File: config.mk
export PLATFORM = sky130hd
export DESIGN_NAME = voice_allocator
export DESIGN_NICKNAME = d
export VERILOG_FILES = /design/src/rtl/voice_allocator.sv
export SDC_FILE = /design/constraint.sdc
export NUM_CORES = 1
export LEC_CHECK = 0
export BUFFER_PORTS_ARGS = -buffer_cell sky130_fd_sc_hd__buf_4
export CAP_MARGIN = 20
export CORE_ASPECT_RATIO = 1.5
export CORE_UTILIZATION = 62
export CTS_CLUSTER_SIZE = 12
export DETAILED_ROUTE_END_ITERATION = 10
export GPL_ROUTABILITY_DRIVEN = 0
export PLACE_DENSITY = 0.9
export SETUP_SLACK_MARGIN = 0.1
export SYNTH_ARGS = -nofsm -noshare
export SYNTH_HDL_FRONTEND = slang
export SYNTH_SLANG_ARGS = --single-unit
File: constraint.sdc
create_clock -name clk -period 19.7 [get_ports clk]
set_input_delay 1.97 -clock clk [delete_from_list [all_inputs] [get_ports clk]]
set_output_delay 1.97 -clock clk [all_outputs]
set_load 0.05 [all_outputs]
File: src/rtl/voice_allocator.sv
// ---------------------------------------------------------------------------
// voice_allocator
//
// Polyphony manager. Note-on/note-off events are accepted one at a time and
// mapped onto NUM_VOICES synthesis voices. Each event takes three cycles:
// IDLE (accept) -> LOOKUP (pick target + action) -> APPLY (update voices).
//
// Note-on target choice, first rule that applies:
//   retrigger a gated voice with the same note, else the lowest free voice,
//   else the oldest releasing voice, else steal the oldest gated voice.
//
// Ports:
//   clk, rst          system clock, synchronous active-high reset
//   note_valid/ready  event handshake; an event transfers on a cycle where
//                     both are high. ready is high only in IDLE. valid may
//                     stay high back-to-back; each event waits for ready.
//   note_on, note_num, velocity
//                     event payload, sampled only in the handshake cycle
//                     (note-on with velocity 0 is a note-off)
//   all_notes_off     pulse: drop all gates, abort any event in flight
//   voice_idle        per voice: envelope has finished its release
//   voice_gate        per-voice gate
//   voice_note_flat   note of voice i at [i*NOTE_WIDTH +: NOTE_WIDTH]
//   voice_vel_flat    velocity of voice i, packed the same way
//   voice_trigger     one-cycle envelope (re)start pulse per voice
//   steal_pulse       one-cycle pulse when a gated voice was stolen
//   active_count      registered count of gated voices
// ---------------------------------------------------------------------------
module voice_allocator #(
   parameter int NUM_VOICES = 8,
   parameter int NOTE_WIDTH = 7,
   parameter int VEL_WIDTH  = 7,
   parameter int AGE_WIDTH  = 4
) (
   input  logic                             clk,
   input  logic                             rst,
   input  logic                             note_valid,
   output logic                             note_ready,
   input  logic                             note_on,
   input  logic [NOTE_WIDTH-1:0]            note_num,
   input  logic [VEL_WIDTH-1:0]             velocity,
   input  logic                             all_notes_off,
   input  logic [NUM_VOICES-1:0]            voice_idle,
   output logic [NUM_VOICES-1:0]            voice_gate,
   output logic [NOTE_WIDTH*NUM_VOICES-1:0] voice_note_flat,
   output logic [VEL_WIDTH*NUM_VOICES-1:0]  voice_vel_flat,
   output logic [NUM_VOICES-1:0]            voice_trigger,
   output logic                             steal_pulse,
   output logic [$clog2(NUM_VOICES+1)-1:0]  active_count
);

   localparam int IDX_W = $clog2(NUM_VOICES);
   localparam int CNT_W = $clog2(NUM_VOICES+1);

   typedef enum logic [1:0] {
      ST_IDLE   = 2'd0,
      ST_LOOKUP = 2'd1,
      ST_APPLY  = 2'd2
   } state_t;

   typedef enum logic [2:0] {
      ACT_NONE   = 3'd0,
      ACT_RETRIG = 3'd1,
      ACT_FREE   = 3'd2,
      ACT_REL    = 3'd3,
      ACT_STEAL  = 3'd4,
      ACT_OFF    = 3'd5
   } action_t;

   state_t                  r_state;
   state_t                  w_state_nxt;

   // captured event
   logic                    r_ev_on;
   logic [NOTE_WIDTH-1:0]   r_ev_note;
   logic [VEL_WIDTH-1:0]    r_ev_vel;

   // decision registered at the end of LOOKUP
   action_t                 r_action;
   logic [IDX_W-1:0]        r_target;
   action_t                 w_action;
   logic [IDX_W-1:0]        w_target;

   // voice state
   logic [NUM_VOICES-1:0]   r_gate;
   logic [NOTE_WIDTH-1:0]   r_note [NUM_VOICES];
   logic [VEL_WIDTH-1:0]    r_vel  [NUM_VOICES];
   logic [AGE_WIDTH-1:0]    r_age  [NUM_VOICES];
   logic [NUM_VOICES-1:0]   r_trigger;
   logic                    r_steal;
   logic [CNT_W-1:0]        r_active_count;

   // candidate search results
   logic                    w_match_hit;
   logic [IDX_W-1:0]        w_match_idx;
   logic                    w_free_hit;
   logic [IDX_W-1:0]        w_free_idx;
   logic                    w_rel_hit;
   logic [IDX_W-1:0]        w_rel_idx;
   logic [AGE_WIDTH-1:0]    w_rel_age;
   logic                    w_held_hit;
   logic [IDX_W-1:0]        w_held_idx;
   logic [AGE_WIDTH-1:0]    w_held_age;
   logic [CNT_W-1:0]        w_gate_count;

   // ---------------- FSM ----------------
   always_ff @(posedge clk) begin
      if (rst) r_state <= ST_IDLE;
      else     r_state <= w_state_nxt;
   end

   always_comb begin
      w_state_nxt = r_state;
      note_ready  = 1'b0;
      case (r_state)
         ST_IDLE: begin
            note_ready = 1'b1;
            if (note_valid) w_state_nxt = ST_LOOKUP;
         end
         ST_LOOKUP: w_state_nxt = ST_APPLY;
         ST_APPLY:  w_state_nxt = ST_IDLE;
         default:   w_state_nxt = ST_IDLE;
      endcase
      // all_notes_off wins over everything, including a same-cycle handshake
      if (all_notes_off) w_state_nxt = ST_IDLE;
   end

   // ---------------- event capture ----------------
   always_ff @(posedge clk) begin
      if (rst) begin
         r_ev_on   <= 1'b0;
         r_ev_note <= '0;
         r_ev_vel  <= '0;
      end else if (r_state == ST_IDLE && note_valid) begin
         r_ev_on   <= note_on && (velocity != '0);
         r_ev_note <= note_num;
         r_ev_vel  <= velocity;
      end
   end

   // ---------------- candidate search (ascending: ties go to lowest index) ----
   always_comb begin
      w_match_hit = 1'b0;
      w_match_idx = '0;
      w_free_hit  = 1'b0;
      w_free_idx  = '0;
      w_rel_hit   = 1'b0;
      w_rel_idx   = '0;
      w_rel_age   = '0;
      w_held_hit  = 1'b0;
      w_held_idx  = '0;
      w_held_age  = '0;
      for (int i = 0; i < NUM_VOICES; i++) begin
         if (r_gate[i] && (r_note[i] == r_ev_note) && !w_match_hit) begin
            w_match_hit = 1'b1;
            w_match_idx = IDX_W'(i);
         end
         if (!r_gate[i] && voice_idle[i] && !w_free_hit) begin
            w_free_hit = 1'b1;
            w_free_idx = IDX_W'(i);
         end
         if (!r_gate[i] && !voice_idle[i] && (!w_rel_hit || (r_age[i] > w_rel_age))) begin
            w_rel_hit = 1'b1;
            w_rel_idx = IDX_W'(i);
            w_rel_age = r_age[i];
         end
         if (r_gate[i] && (!w_held_hit || (r_age[i] > w_held_age))) begin
            w_held_hit = 1'b1;
            w_held_idx = IDX_W'(i);
            w_held_age = r_age[i];
         end
      end
   end

   // If no voice is free or releasing, every voice is gated, so the steal
   // candidate always exists.
   always_comb begin
      w_action = ACT_NONE;
      w_target = '0;
      if (r_ev_on) begin
         if (w_match_hit) begin
            w_action = ACT_RETRIG;
            w_target = w_match_idx;
         end else if (w_free_hit) begin
            w_action = ACT_FREE;
            w_target = w_free_idx;
         end else if (w_rel_hit) begin
            w_action = ACT_REL;
            w_target = w_rel_idx;
         end else begin
            w_action = ACT_STEAL;
            w_target = w_held_idx;
         end
      end else if (w_match_hit) begin
         w_action = ACT_OFF;
         w_target = w_match_idx;
      end
   end

   always_ff @(posedge clk) begin
      if (rst) begin
         r_action <= ACT_NONE;
         r_target <= '0;
      end else if (r_state == ST_LOOKUP) begin
         r_action <= w_action;
         r_target <= w_target;
      end
   end

   // ---------------- voice update ----------------
   always_ff @(posedge clk) begin
      r_trigger <= '0;
      r_steal   <= 1'b0;
      if (rst) begin
         r_gate <= '0;
         for (int i = 0; i < NUM_VOICES; i++) begin
            r_note[i] <= '0;
            r_vel[i]  <= '0;
            r_age[i]  <= '0;
         end
      end else if (all_notes_off) begin
         r_gate <= '0;
      end else if (r_state == ST_APPLY) begin
         case (r_action)
            ACT_NONE: ;
            ACT_OFF:  r_gate[r_target] <= 1'b0;
            default: begin
               for (int i = 0; i < NUM_VOICES; i++) begin
                  if (i == int'(r_target)) begin
                     r_gate[i] <= 1'b1;
                     r_note[i] <= r_ev_note;
                     r_vel[i]  <= r_ev_vel;
                     r_age[i]  <= '0;
                  end else if (r_age[i] != '1) begin
                     r_age[i]  <= r_age[i] + AGE_WIDTH'(1);
                  end
               end
               r_trigger[r_target] <= 1'b1;
               r_steal             <= (r_action == ACT_STEAL);
            end
         endcase
      end
   end

   // ---------------- active count (one cycle behind the gates) ----------------
   always_comb begin
      w_gate_count = '0;
      for (int i = 0; i < NUM_VOICES; i++)
         w_gate_count = w_gate_count + CNT_W'(r_gate[i]);
   end

   always_ff @(posedge clk) begin
      if (rst) r_active_count <= '0;
      else     r_active_count <= w_gate_count;
   end

   // ---------------- outputs ----------------
   always_comb begin
      voice_note_flat = '0;
      voice_vel_flat  = '0;
      for (int i = 0; i < NUM_VOICES; i++) begin
         voice_note_flat[i*NOTE_WIDTH +: NOTE_WIDTH] = r_note[i];
         voice_vel_flat[i*VEL_WIDTH +: VEL_WIDTH]    = r_vel[i];
      end
   end

   assign voice_gate    = r_gate;
   assign voice_trigger = r_trigger;
   assign steal_pulse   = r_steal;
   assign active_count  = r_active_count;

endmodule
==> metrics.yaml, run 1 <==
netlist_instances: 1012
dieWidth_um: 108
diodes: 0
dieHeight_um: 161
synthTopCellsByArea: "edfxtp_1, dfxtp_1, ha_1"
clk_pin_slew_ps: 80
clockRootBuffer: "clkbuf_16"
max_freq_mhz: 78.6
relSlewSlack_pct: 36.0
drv_slew: 0
drc: 0
rsz0062_at_grt: "no"
fin_ws_ps: 6980
cts_tree: "yes"
syn_to_final_growth_pct: 18.2
ctsResizeCount: 0
period_needed_ps: 12720
synth_sequential_area_ratio_pct: 49.7
ctsHoldBuffers: 0
power.density_mw_per_mm2: 79.0
crit_path_end_kind: "register"
finalHoldViolCount: 0
crit_required_ps: 20060
synth_edf_count: 144
fin_nets: 1252
crit_arrival_ps: 13080
setup_viol: 0
design.core.area_sq_mm: 0.0163
globalRouteOverflowTotal: 0
numCtsBuffers: 17
criticalPathCategory: "in2reg"
antenna_found_initial: 0
dieArea_sq_mm: 0.0174
place_ws_ps: 6730
yosysUniqueCellTypes: 72
max-vdd-ir-drop_v: 0.0000936
row_count: 57
period_share_pct: 64.6
h-tree-depth: 4
initial_utilization_pct: 64.1
min_path_type: "reg2reg"
ant_nets: 0
wl_per_cell_um: 22.4
first_global_vias: 9091
io_buffer_count: 160
cpMaxStageDelayCell: "a2111oi_2"
worstSetupStartpointType: "primary input"
vias_per_cell: 6.39
synth_nets: 1111
async_reset_ff_share_pct: 0
clk_latency_ps: 440
groute.usage.overall_pct: 36.2
vias: 8764
wirelength_mm: 30.7
grt_pass1_wl_mm: 47.3
slowest_delay_ps: 600
max_slew.worst_pin.slew_ps: 958
syn_area_sq_mm: 0.0105
cts_buffer_depth: 2
yosysTopAreaCell: "edfxtp_1"
dr.pass1.iters: 5
postCtsSetupBuffers: 0
path_max_fanout: 13
cap_violations: 0
io_pins: 161
dp_hpwl_mm: 21.4
outcome: "completed"
synth.ff_latch_count: 188
synthFlopType: "edfxtp_1"
yosysTopAreaCellShare_pct: 41.3
yosysWarnings: 0
drtIter0Drc: 693
grt_max_degree: 54
r2r_slack_ps: 7930
cts.sinks: 188
yosysMostFrequentCell: "nor2_1"
drive_above_1_share_pct: 19.6
synth_area_per_cell_sq_um: 10.3
timing.setup.tns_ps: 0
synth_commonest_cells: "nor2_1, edfxtp_1, ha_1, xnor2_1, inv_1"
p_leak_nw: 4.92
fin_skew_ps: 12.3
[power breakdown]
group	internal, W	total [W]	switching, W
Clock	0.000175	0.000359	0.000185
Sequential	0.000439	0.000456	0.0000171
Combinational	0.0000598	0.000162	0.000103
[cell type report]
cell class | count | area (sq um)
Fill cell | 937 | 3960
Multi-Input combinational cell | 716 | 4810
Sequential cell | 188 | 5200
Tap cell | 206 | 258
Timing Repair Buffer | 164 | 1230
Clock inverter | 15 | 193
Clock buffer | 17 | 425
Inverter | 66 | 248
[cell usage in the layout (no fill, tap or decap), types with 4 or more instances in the layout]
master	netlist	routed
a211oi_1	17	17
a211oi_2	5	5
a21o_1	10	10
a21oi_1	57	57
a22oi_1	5	5
a311o_1	9	9
and2_1	9	9
and3b_1	4	4
and4_1	4	4
buf_4	8	164
clkbuf_16	0	17
clkinv_8	0	6
dfxtp_1	44	44
edfxtp_1	144	144
fa_1	4	4
ha_1	68	68
inv_1	65	65
mux2_2	6	6
mux2i_1	7	7
nand2_1	64	64
nand2b_1	34	34
nand3_1	14	14
nand4_1	26	26
nor2_1	161	161
nor2b_1	22	22
nor3_1	18	18
nor3b_1	7	7
nor4_1	4	4
o211ai_1	8	8
o21ai_0	16	16
o21ai_1	8	8
o22ai_1	4	4
xnor2_1	68	68
xor2_1	5	5
[stage by stage]
step	util [%]	hold slack [ps]	cell area, sq um	instances	power, W
2_1_floorplan	-	437	10500	1012	0.000577
3_3_place_gp	72.0	445	11800	1340	0.000615
3_5_place_dp	72.0	454	11800	1340	0.000623
4_1_cts	75.8	465	12400	1372	0.000974
5_1_grt	75.8	484	12400	1372	0.00100
6_report	75.8	463	12400	1372	0.000978
[path summary, 6_finish.rpt]
| kind | start | cells after the start | end |
|---|---|---|---|
| max | voice_idle[0] | 46 | r_target[0] |
| min | r_ev_vel[1] | 2 | r_ev_vel[1] |
| max reg2reg | voice_gate[0] | 45 | r_target[0] |
| min reg2reg | r_ev_vel[1] | 2 | r_ev_vel[1] |
[logic make-up after synthesis]
| group | synth area share (%) |
|---|---|
| xor gates and xnor gates | 6.11 |
| DFF | 49.7 |
| adders and majority gates | 8.89 |
| buffers and inverters | 4.33 |
| and+or+nand+nor | 18.1 |
| muxes | 1.74 |
| AOI/OAI and AO/OA | 11.1 |
[routing by layer]
layer / global-route usage [%] / vias to the layer above / part of all wire [%]
met1: 36.8 / 4198 / 32
met2: 64.4 / 514 / 52
met5: 0 / - / 0
met4: 24.7 / 0 / 7.2
li1: - / 3893 / -
met3: 8.51 / 159 / 8.6
[registers in the layout (all words and copies together) (netlist names)]
name,count
r_action,3
r_ev_vel,7
r_ev_on,1
r_note,56
steal_pulse,1
voice_gate,8
r_state,2
r_vel,56
active_count,4
r_age,32
r_ev_note,7
voice_trigger,8
r_target,3
[critical path, delay by kind of cell]
kind	cells	cell delay, ps
AO/OA/AOI/OAI	29	7230
adder cells (fa/ha/maj)	7	2230
AND/OR/NAND/NOR	7	980
multiplexers	1	430
buffers and inverters	2	210
(Power assumes the default switching activity.)
==> inputs of run 2 (changes only) <==
- CORE_UTILIZATION: 62 -> 58
- PLACE_DENSITY: 0.9 -> 0.85
- clock period: 19.7 -> 13 ns (I/O delays scaled with it)
==> run 2 against run 1 <==
- routed wire length is 5.9% lower
- largest cell class unchanged
- highest routed layer unchanged
- sequential power rose by 52%
- die area rose by 6.8%
- the flow now finishes with violations (DRC)
- worst hold slack got worse by 3.4 ps
- count of clock-buffer cells in the layout unchanged
- register-to-register slack got worse by 6500 ps
- total power up 51%
- via count fell by 3.8%
==> metrics.yaml, run 2 (synthesis results as in run 1) <==
outcome: "finished, violations left"
violations: "DRC"
rsz0062_at_grt: "no"
first_global_vias: 8621
dieArea_sq_mm: 0.0186
grt_max_degree: 54
max_freq_mhz: 84.4
final_cell_mix: "buf_4, nor2_1, edfxtp_1, xnor2_1, ha_1"
dp_hpwl_mm: 21.2
cts_tree: "yes"
r2r_slack_ps: 1430
wirelength_mm: 28.9
finalHoldViolCount: 0
globalRouteOverflowTotal: 0
antenna_found_initial: 0
register_area_sq_mm: 0.00520
worstReg2RegStart: "voice_gate[0]"
max_slew.worst_pin.slew_ps: 866
crit_required_ps: 13370
dieHeight_um: 167
postCtsSetupBuffers: 0
ant_nets: 0
fin_util_pct: 70.9
ctsResizeCount: 0
max-vdd-ir-drop_v: 0.000115
cpMaxStageDelayCell: "a2111oi_2"
drv_slew: 0
fin_skew_ps: 14.6
min_path_type: "reg2reg"
ctsHoldBuffers: 0
r2r-end: "r_target[0]"
power.density_mw_per_mm2: 119
layout_commonest_cell: "buf_4"
cap_violations: 0
hold_slack_ps: 459
vias_per_cell: 6.11
initial_utilization_pct: 59.8
cts.sinks: 188
p_leak_nw: 4.93
wl_per_cell_um: 20.9
fill_cells: 1209
slowest_delay_ps: 590
criticalPathCategory: "in2reg"
clk_pin_slew_ps: 80
clockRootBuffer: "clkbuf_16"
multiInputGateArea_sq_mm: 0.00481
diodes: 0
fin_nets: 1253
setup_viol: 0
drc: 3
drtIter0Drc: 557
worst-r2r-cell-count: 45
path_max_fanout: 13
drive_above_1_share_pct: 19.6
dieWidth_um: 112
design.core.area_sq_mm: 0.0175
io_pins: 161
period_share_pct: 91.2
grt_pass1_wl_mm: 44.5
stdcell_area_sq_mm: 0.0124
vias: 8430
row_count: 59
groute.usage.overall_pct: 31.3
worstSetupStartpointType: "primary input"
relSlewSlack_pct: 42.3
crit_arrival_ps: 12220
crit_path_end_kind: "register"
h-tree-depth: 4
dpl_cell_area_sq_mm: 0.0118
period_needed_ps: 11850
reg_top3: "r_note: 56 flops, r_vel: 56 flops, r_age: 32 flops"
timing.setup.tns_ps: 0
cp-startpoint: "voice_idle[0]"
dr.pass1.iters: 10
syn_to_final_growth_pct: 18.5
cts_buffer_depth: 2
numCtsBuffers: 17
io_buffer_count: 160
endpoint: "r_target[0]"
clk_latency_ps: 440
## run 2: cell types whose count changed in the layout (fill, tap and decap cells not counted)
| cell | delta |
|---|---|
| inv_6 | +2 |
| buf_4 | +1 |
| bufinv_16 | +1 |
| clkinv_2 | -1 |
| inv_12 | -1 |
| inv_8 | -1 |
## run 2: cell type report
type,instances,share of cell area (%)
clock inverter,15,1.67
clock buffer,17,3.43
multi-input combinational,716,38.8
tap,213,2.15
inverter,66,2.00
timing repair buffer,165,9.99
sequential,188,42.0
## run 2: worst min-delay path by stage
stage	start	endpoint	slack (ps)	cells after the start
detailed placement	r_ev_vel[0]	r_ev_vel[0]	450	2
CTS	r_ev_vel[0]	r_ev_vel[0]	460	2
finish	r_ev_vel[1]	r_ev_vel[1]	460	2
global placement	r_ev_vel[6]	r_ev_vel[6]	440	2
global route	r_ev_vel[0]	r_ev_vel[0]	470	2
floorplan	r_ev_vel[0]	r_ev_vel[0]	440	2
## run 2: worst max-delay path, delay by kind of cell
kind / cells / cell delay (ps)
and+or+nand+nor: 7 / 1050
muxes: 1 / 420
AOI/OAI and AO/OA: 29 / 7020
buffers and inverters: 2 / 200
adders and majority gates: 7 / 2200
## run 2: where the power goes
group / internal, W / total, W / switching, W
logic: 0.0000908 / 0.000243 / 0.000152
clock network: 0.000281 / 0.000546 / 0.000265
registers: 0.000666 / 0.000691 / 0.0000253
## run 2: through the flow
step	total power, W	setup slack [ps]	std cells
final	0.00148	1150	1380
after global routing	0.00153	484	1380
after CTS	0.00148	1320	1380
after detailed placement	0.000943	892	1348
after global placement	0.000932	1390	1348
after floorplan	0.000874	2300	1012
## run 2: metal layers
layer / share of wire [%] / vias to the layer above / track usage, % / wire length (um)
met4: 4.9 / 0 / 17.0 / 1410
met3: 7.3 / 99 / 6.48 / 2120
li1: - / 3885 / - / -
met2: 54 / 378 / 58.7 / 15600
met5: 0 / - / 0 / 0
met1: 34 / 4068 / 31.8 / 9800
